`src/rtl/adc_dual_capture_if.sv`:
```
// adc_dual_capture_if
//   Valid/ready stream carrying packed {chan_a, chan_b} sample pairs from the
//   capture buffer toward the USB / processing path.
//
//   data   2*WIDTH  head word of the capture FIFO, {chan_a, chan_b}
//   valid  1        data holds a word
//   ready  1        consumer accepts; a transfer is valid & ready
//
//   master: the producer (adc_dual_capture) drives data/valid, reads ready.
//   slave : the consumer drives ready, reads data/valid.
interface adc_dual_capture_if #(
    parameter int WIDTH = 12
);
    logic [2*WIDTH-1:0] data;
    logic               valid;
    logic               ready;

    modport master (output data, output valid, input ready);
    modport slave  (input data, input valid, output ready);
endinterface

```
`src/rtl/adc_dual_capture.sv`:
```
// adc_dual_capture
//   Captures a fixed-length, optionally decimated burst from the demultiplexed
//   LTC2292 dual-channel stream. Each kept pair is packed as {chan_a, chan_b}
//   into a small first-word-fall-through FIFO that drains over a valid/ready
//   stream. A sticky overflow flag reports pairs dropped under backpressure.
//
//   clk       in   ADC sample clock, all logic on posedge
//   rst       in   synchronous active-high reset (aborts a capture, no done)
//   start     in   begin a capture; only looked at while idle
//   chan_a    in   channel A sample, new value every clk
//   chan_b    in   channel B sample, new value every clk
//   strm      master side of the output stream (data, valid, ready)
//   busy      out  a capture or drain is in progress
//   done      out  one-cycle pulse once the capture is over and FIFO empty
//   overflow  out  sticky per capture: at least one kept pair was dropped
module adc_dual_capture #(
    parameter int WIDTH      = 12,
    parameter int NSAMPLES   = 1024,
    parameter int DECIM      = 1,
    parameter int FIFO_DEPTH = 16
) (
    input  logic                 clk,
    input  logic                 rst,
    input  logic                 start,
    input  logic [WIDTH-1:0]     chan_a,
    input  logic [WIDTH-1:0]     chan_b,
    adc_dual_capture_if.master   strm,
    output logic                 busy,
    output logic                 done,
    output logic                 overflow
);
    localparam int CNT_W = $clog2(NSAMPLES + 1);
    localparam int DW    = (DECIM > 1) ? $clog2(DECIM) : 1;
    localparam int PW    = (FIFO_DEPTH > 1) ? $clog2(FIFO_DEPTH) : 1;

    localparam logic [CNT_W-1:0] LAST_S   = CNT_W'(NSAMPLES - 1);
    localparam logic [DW-1:0]    LAST_D   = DW'(DECIM - 1);
    localparam logic [PW:0]      FULL_CNT = (PW + 1)'(FIFO_DEPTH);

    typedef enum logic [1:0] {
        IDLE    = 2'd0,
        CAPTURE = 2'd1,
        DRAIN   = 2'd2
    } state_t;

    state_t               state;
    logic [CNT_W-1:0]     scnt;
    logic [DW-1:0]        dcnt;

    logic [2*WIDTH-1:0]   mem [FIFO_DEPTH];
    logic [PW-1:0]        wptr;
    logic [PW-1:0]        rptr;
    logic [PW:0]          count;

    logic                 keep;
    logic                 full;
    logic                 pop;
    logic                 wr_en;

    // A pair is kept on the first cycle of every decimation period.
    always_comb begin
        keep  = (state == CAPTURE) && (dcnt == '0);
        full  = (count == FULL_CNT);
        pop   = strm.valid && strm.ready;
        // A pop in the same cycle frees the slot, so a full FIFO still
        // accepts the push.
        wr_en = keep && (!full || pop);
    end

    assign strm.valid = (count != '0);
    // Head word is forced to zero while empty so the memory, which is never
    // reset, cannot leak stale or unknown contents onto the bus.
    assign strm.data  = strm.valid ? mem[rptr] : '0;
    assign busy       = (state != IDLE);

    always_ff @(posedge clk) begin
        if (rst) begin
            state    <= IDLE;
            scnt     <= '0;
            dcnt     <= '0;
            wptr     <= '0;
            rptr     <= '0;
            count    <= '0;
            done     <= 1'b0;
            overflow <= 1'b0;
        end else begin
            done <= 1'b0;
            case (state)
                IDLE: begin
                    if (start) begin
                        state    <= CAPTURE;
                        scnt     <= '0;
                        dcnt     <= '0;
                        overflow <= 1'b0;
                    end
                end
                CAPTURE: begin
                    if (dcnt == LAST_D) begin
                        dcnt <= '0;
                    end else begin
                        dcnt <= dcnt + 1'b1;
                    end
                    // Kept pairs are counted even when dropped, so the
                    // capture window has a fixed length in time.
                    if (keep) begin
                        scnt <= scnt + 1'b1;
                        if (scnt == LAST_S) begin
                            state <= DRAIN;
                        end
                    end
                    if (keep && full && !pop) begin
                        overflow <= 1'b1;
                    end
                end
                DRAIN: begin
                    if (count == '0) begin
                        state <= IDLE;
                        done  <= 1'b1;
                    end
                end
                default: state <= IDLE;
            endcase

            if (wr_en) begin
                wptr <= wptr + 1'b1;
            end
            if (pop) begin
                rptr <= rptr + 1'b1;
            end
            case ({wr_en, pop})
                2'b10:   count <= count + 1'b1;
                2'b01:   count <= count - 1'b1;
                default: count <= count;
            endcase
        end
    end

    // Sample storage carries no reset; only the pointers and count do.
    always_ff @(posedge clk) begin
        if (wr_en) begin
            mem[wptr] <= {chan_a, chan_b};
        end
    end
endmodule

```
`src/flat_wrapper.sv`:
```
// flat-port wrapper written by rule: the top's interface ports become plain ports
module adc_dual_capture_flat 
#(
    parameter int WIDTH      = 12,
    parameter int NSAMPLES   = 1024,
    parameter int DECIM      = 1,
    parameter int FIFO_DEPTH = 16
)
  (clk, rst, start, chan_a, chan_b, busy, done, overflow, strm_data, strm_valid, strm_ready);
  adc_dual_capture_if #(.WIDTH(WIDTH)) strm_i ();
  input  logic clk;
  input  logic rst;
  input  logic start;
  input  logic [WIDTH-1:0] chan_a;
  input  logic [WIDTH-1:0] chan_b;
  output logic busy;
  output logic done;
  output logic overflow;
  output wire logic [$bits(strm_i.data)-1:0] strm_data;
  output wire logic [$bits(strm_i.valid)-1:0] strm_valid;
  input wire logic [$bits(strm_i.ready)-1:0] strm_ready;
  assign strm_data = strm_i.data;
  assign strm_valid = strm_i.valid;
  assign strm_i.ready = strm_ready;
  adc_dual_capture #(.WIDTH(WIDTH), .NSAMPLES(NSAMPLES), .DECIM(DECIM), .FIFO_DEPTH(FIFO_DEPTH)) u_core (.clk(clk), .rst(rst), .start(start), .chan_a(chan_a), .chan_b(chan_b), .strm(strm_i), .busy(busy), .done(done), .overflow(overflow));
endmodule
```
`config.mk`:
```
export PLATFORM = sky130hd
export DESIGN_NAME = adc_dual_capture_flat
export DESIGN_NICKNAME = d
export VERILOG_FILES = /design/src/rtl/adc_dual_capture_if.sv /design/src/rtl/adc_dual_capture.sv /design/src/flat_wrapper.sv
export SDC_FILE = /design/constraint.sdc
export NUM_CORES = 1
export LEC_CHECK = 0
export CELL_PAD_IN_SITES_DETAIL_PLACEMENT = 0
export CELL_PAD_IN_SITES_GLOBAL_PLACEMENT = 1
export CORE_ASPECT_RATIO = 0.9
export CORE_MARGIN = 1
export CORE_UTILIZATION = 53
export CTS_BUF_LIST = sky130_fd_sc_hd__clkbuf_16
export DETAILED_ROUTE_END_ITERATION = 8
export GPL_TIMING_DRIVEN = 1
export PLACE_DENSITY = 0.85
export SYNTH_ARGS = -nofsm -noshare
export SYNTH_HDL_FRONTEND = slang
export SYNTH_SLANG_ARGS = --single-unit
```
`constraint.sdc`:
```
create_clock -name clk -period 4.1 [get_ports clk]
set_input_delay 0.615 -clock clk [delete_from_list [all_inputs] [get_ports clk]]
set_output_delay 0.615 -clock clk [all_outputs]
set_load 0.01 [all_outputs]
```
## After elaboration in Yosys (flattened, before gate mapping)

Memories as Yosys holds them, arrays and structs flattened. A register that Yosys moved wholly into a read port is not among the register bits.
Cells that the tools add are included.

| storage, ports and cells | value |
|---|---|
| bits in registers | 29 |
| RAM bits | 384 |
| input bits | 28 |
| word-level logic and storage cells | 67 |
| memories | 1 |

| operators by class | value |
|---|---|
| $add $sub $neg | 6 |
| equality and inequality tests | 11 |
| mux-type cells | 20 |
| bitwise logic cells | 2 |
| reduce and logical (&&, ||, !) cells | 19 |

Memories:

| memory | words | bits a word | rd ports | clocked after Yosys merged registers in | wr ports | line | RTL |
|---|---|---|---|---|---|---|---|
| u_core.mem | 16 | 24 | 1 | 1 | 1 | adc_dual_capture.sv:50 | `logic [2*WIDTH-1:0] mem [FIFO_DEPTH];` |

Operator list:

| kind | number |
|---|---|
| $mux 24 | 1 |
| $mux 11 | 2 |
| $pmux 11 s2 | 1 |
| $add 11x1->11 const B | 1 |
| $eq 11x10->1 const B | 1 |
| $pmux 5 s2 | 1 |
| $add 4x1->4 const B | 2 |
| $mux 2 | 4 |
| $mux 4 | 2 |
| $mux 1 | 6 |
| $ne 2x2->1 const B | 3 |
| $pmux 2 s3 | 1 |
| $reduce_and 3->1 | 2 |
| $reduce_bool 2->1 | 3 |
| $add 5x1->5 const B | 1 |
| $eq 5x5->1 const B | 1 |
| $logic_and 1x1->1 | 5 |
| $logic_not 5->1 | 1 |
| $reduce_bool 5->1 | 1 |
| $sub 5x1->5 const B | 1 |
| $eq 2x1->1 const B | 2 |
| $eq 2x2->1 const B | 2 |
| $ne 2x1->1 const B | 2 |
| $pmux 1 s2 | 2 |
| other kinds (8) | 10 |

## Longest topological paths before layout

| logic depth | value |
|---|---|
| word-level depth | 6 |
| depth in mapped cells | 12 |
| depth with buffers taken out | 10 |

## Worst setup path after synthesis

OpenSTA, ideal clock, no wires.

| timing | value |
|---|---|
| path type | input to register |
| from | input port strm_ready |
| to | memory u_core.mem[0][0] (netlist name), enable pin |
| library setup time | 0.435 ns |
| arrival time | 3.196 ns |
| data required time | 3.665 ns |
| setup slack | 0.469 ns |
| stages | 5 |
| path through | clkbuf_1 > nor2b_1 > a21oi_1 > nand2_1 > nor3_1 |

| on the way | value |
|---|---|
| cells in the longest elaborated chain, start to end | 5 |

RTL lines:

| what | line | RTL |
|---|---|---|
| from (decl) | flat_wrapper.sv:21 | `input wire logic [$bits(strm_i.ready)-1:0] strm_ready;` |
| $logic_and 1x1->1 | adc_dual_capture.sv:64 | `pop = strm.valid && strm.ready;` |
| $logic_or 1x1->1 | adc_dual_capture.sv:67 | `wr_en = keep && (!full \|\| pop);` |
| $logic_and 1x1->1 | adc_dual_capture.sv:67 |  |
| $mux 1 | adc_dual_capture.sv:140 | `if (wr_en) begin` |
| $mux 1 (implied by the code) | adc_dual_capture.sv:141 | `mem[wptr] <= {chan_a, chan_b};` |
| to (decl) | adc_dual_capture.sv:50 |  |

Every way passes these cells.

==> results.txt <==
multi-input combinational cell area: 3980 sq um
crit end category: output port
VDD IR-drop max: 0.000341 V
TritonCTS Buffers: 42
cells after synthesis: 816
Achievable Freq: 267 MHz
Worst-path clk slew: 60 ps
Primary FF master, synth: edfxtp_1
synth unique cells: 45
share of Yosys cell area claimed by the top area cell type: 70.7%
Die Ht: 168 um
critical path launch point type: flip-flop
Worst Hold End: u_core.scnt[9]$_SDFFE_PP0P_
outcome: complete, no violations
Final Setup Violations: 0
Placed Cells: 1,256
# fillers: 2,018
die area: 31,500 sq um
global-route wire length before repair: 49,900 um
commonest cells in the netlist: edfxtp_1, mux4_2, a211oi_1
largest net degree at the start of global routing: 61
Hold Buf Count CTS: 0
Worst slew margin: 40.3%
cts repair resizes: 0
Yosys warnings: 0
area leader, netlist: edfxtp_1
slowest CP cell: dfxtp_4
fin crit period: 3750 ps
FF-to-FF Start: u_core.count[1]$_SDFFE_PP0P_
number of I/O port buffers: 55
number of max-cap violations: 0
antenna-violating nets left: 0
Routed WL: 32,600 um
Final Hold Vio Count: 0
crit-path leading delay family: buffers and inverters
post-synthesis sequential area ratio: 74.6%
# IOs: 56
total clock sinks: 416
Worst Reg-to-Reg Cells: 9
share of post-route cells with drive strength above 1: 23.8%
register area: 12,200 sq um
Worst Skew: 12.4 ps
CP peak stage delay: 680 ps
crit path cell chain: buf_12 -> mux4_2 -> nor2b_1 -> a211oi_1 -> a211oi_1 -> clkdlybuf4s50_1
fraction of registers with async set/reset: 0%
GP Congestion: 0.801
top area cells in the synthesized netlist: edfxtp_1, mux4_2, dfxtp_1
crit path DAT: 3130 ps
vias in the first global route: 8,327
Core Rows: 60
pwr dens: 560 nW/um^2
Initial Util: 54.2%
setup tns final: 0 ps
Root Driver: clkbuf_16
most frequent cell after synthesis: edfxtp_1
Layout Cells excl Fill: 1,330
RSZ-0062 raised after global routing: no
Max Buffers Root-to-Sink: 3
Hold WC Path Type: flip-flop to flip-flop
critical path class: flip-flop to output port
Worst-Margin Slew: 896 ps
Die W: 187 um
HPWL Detailed: 18,800 um
initial antenna violation count: 0
Via density: 6.08
register bit total from synthesis: 416
CP required: 3480 ps
# diodes: 0
syn nets: 851
Avg WL per Cell: 24.5 um
R2R Path End: u_core.count[4]$_SDFFE_PP0P_
CORE AREA: 30,100 sq um
H-tree levels: 2
Worst Min Path Start: u_core.scnt[9]$_SDFFE_PP0P_
hold path depth: 1
post-CTS setup buffer count: 0
Mapped Area: 16,300 sq um
initial drt markers: 729
CP dominant cell by count: a211oi_1
CTS tree: done
EDFF count, synth: 384
final period utilization: 91.4%
CP bufs+invs: 2
GRT Util Overall: 21.4%
Avg Cell Area, Syn: 20.0 sq um
crit-path max FO: 21
Slew Limit Fails: 0
R2R Setup Slk: 1120 ps
DRC: 0
layout net count: 932
worst skew pair latency: 530 ps
drt pass-1 iters: 5
Leak: 5.85 nW
remaining global-route overflow: 0
Via Count: 8,086
Area Overhead vs Synth: 16.0%
## kinds of logic after synthesis
kind of cell    share of synthesized area, %
mux                                     15.7
xor+xnor                               0.322
simple gates                            3.87
compound gates                          3.45
fa+ha+maj                              0.537
buf+inv                                 1.53
flops                                   74.6
## how the worst max path moves through the flow
stage	start	to	slack [ps]	depth (start not counted)
6_report	flip-flop	strm_data[13]	350	6
2_1_floorplan	strm_ready	u_core.mem[0][0]$_DFFE_PP_	470	5
5_1_grt	flip-flop	strm_data[13]	180	6
4_1_cts	flip-flop	strm_data[13]	310	6
3_5_place_dp	strm_ready	u_core.mem[11][20]$_DFFE_PP_	800	6
3_3_place_gp	strm_ready	u_core.mem[11][20]$_DFFE_PP_	890	6
## stage by stage
| step | util [%] | instance area [sq um] | total power, mW | setup WS [ps] | hold slack, ps |
|---|---|---|---|---|---|
| after CTS | 62.9 | 18900 | 10.7 | 311 | 474 |
| after global placement | 58.3 | 17600 | 6.88 | 886 | 459 |
| after global routing | 62.9 | 18900 | 11.0 | 183 | 498 |
| after detailed placement | 58.3 | 17600 | 6.89 | 799 | 465 |
| final | 62.9 | 18900 | 10.6 | 352 | 478 |
| after floorplan | - | 16300 | 6.09 | 469 | 436 |
## metal layers
layer,vias to the layer above,GRT usage (%),share of wire [%]
li1,3519,-,-
met1,4230,29.7,43
met2,276,35.2,49
met3,61,3.50,5.6
met4,0,6.59,2.2
met5,-,0,0
## power breakdown
part / internal, mW / total, mW / switching [mW] / leakage, nW
registers: 4.72 / 4.84 / 0.120 / 3.72
logic: 0.980 / 1.95 / 0.971 / 1.42
clock network: 2.28 / 3.80 / 1.53 / 0.705
total: 7.97 / 10.6 / 2.62 / 5.85
## worst reg2reg max path, cell delays in order (launching register included)
cell	delay [ps]
dfxtp_1	380
or4_4	650
nor2_8	480
inv_1	260
nand2_1	100
o21ai_0	80
ha_1	250
nor4_1	310
a31oi_1	150
o41ai_2	210
## state kept, by name (all words and copies together) (netlist names), named ones only
| signal | cells |
|---|---|
| u_core.wptr | 4 |
| u_core.count | 5 |
| u_core.mem | 384 |
| u_core.overflow | 1 |
| u_core.scnt | 11 |
| u_core.state | 2 |
| u_core.done | 1 |
| u_core.rptr | 4 |
## placed cells by master, fill, tap and decap left out, types with 18 or more instances in the layout
cell type,netlist,final
clkdlybuf4s50_1,0,55
nor2_1,36,24
a211oi_1,51,51
nor2b_1,29,29
clkbuf_16,0,43
mux2i_1,26,26
nand2_1,18,18
mux4_2,96,96
edfxtp_1,384,384
buf_4,0,25
dfxtp_1,32,28
## cell type report
class                           count  area share, %
Inverter                            7          0.139
Clock inverter                     31           1.57
Sequential cell                   416           64.4
Clock buffer                       43           5.68
Tap cell                          403           2.66
Timing Repair Buffer               86           4.53
Multi-Input combinational cell    344           21.0
No activity file was read; power rests on OpenSTA's default activity.
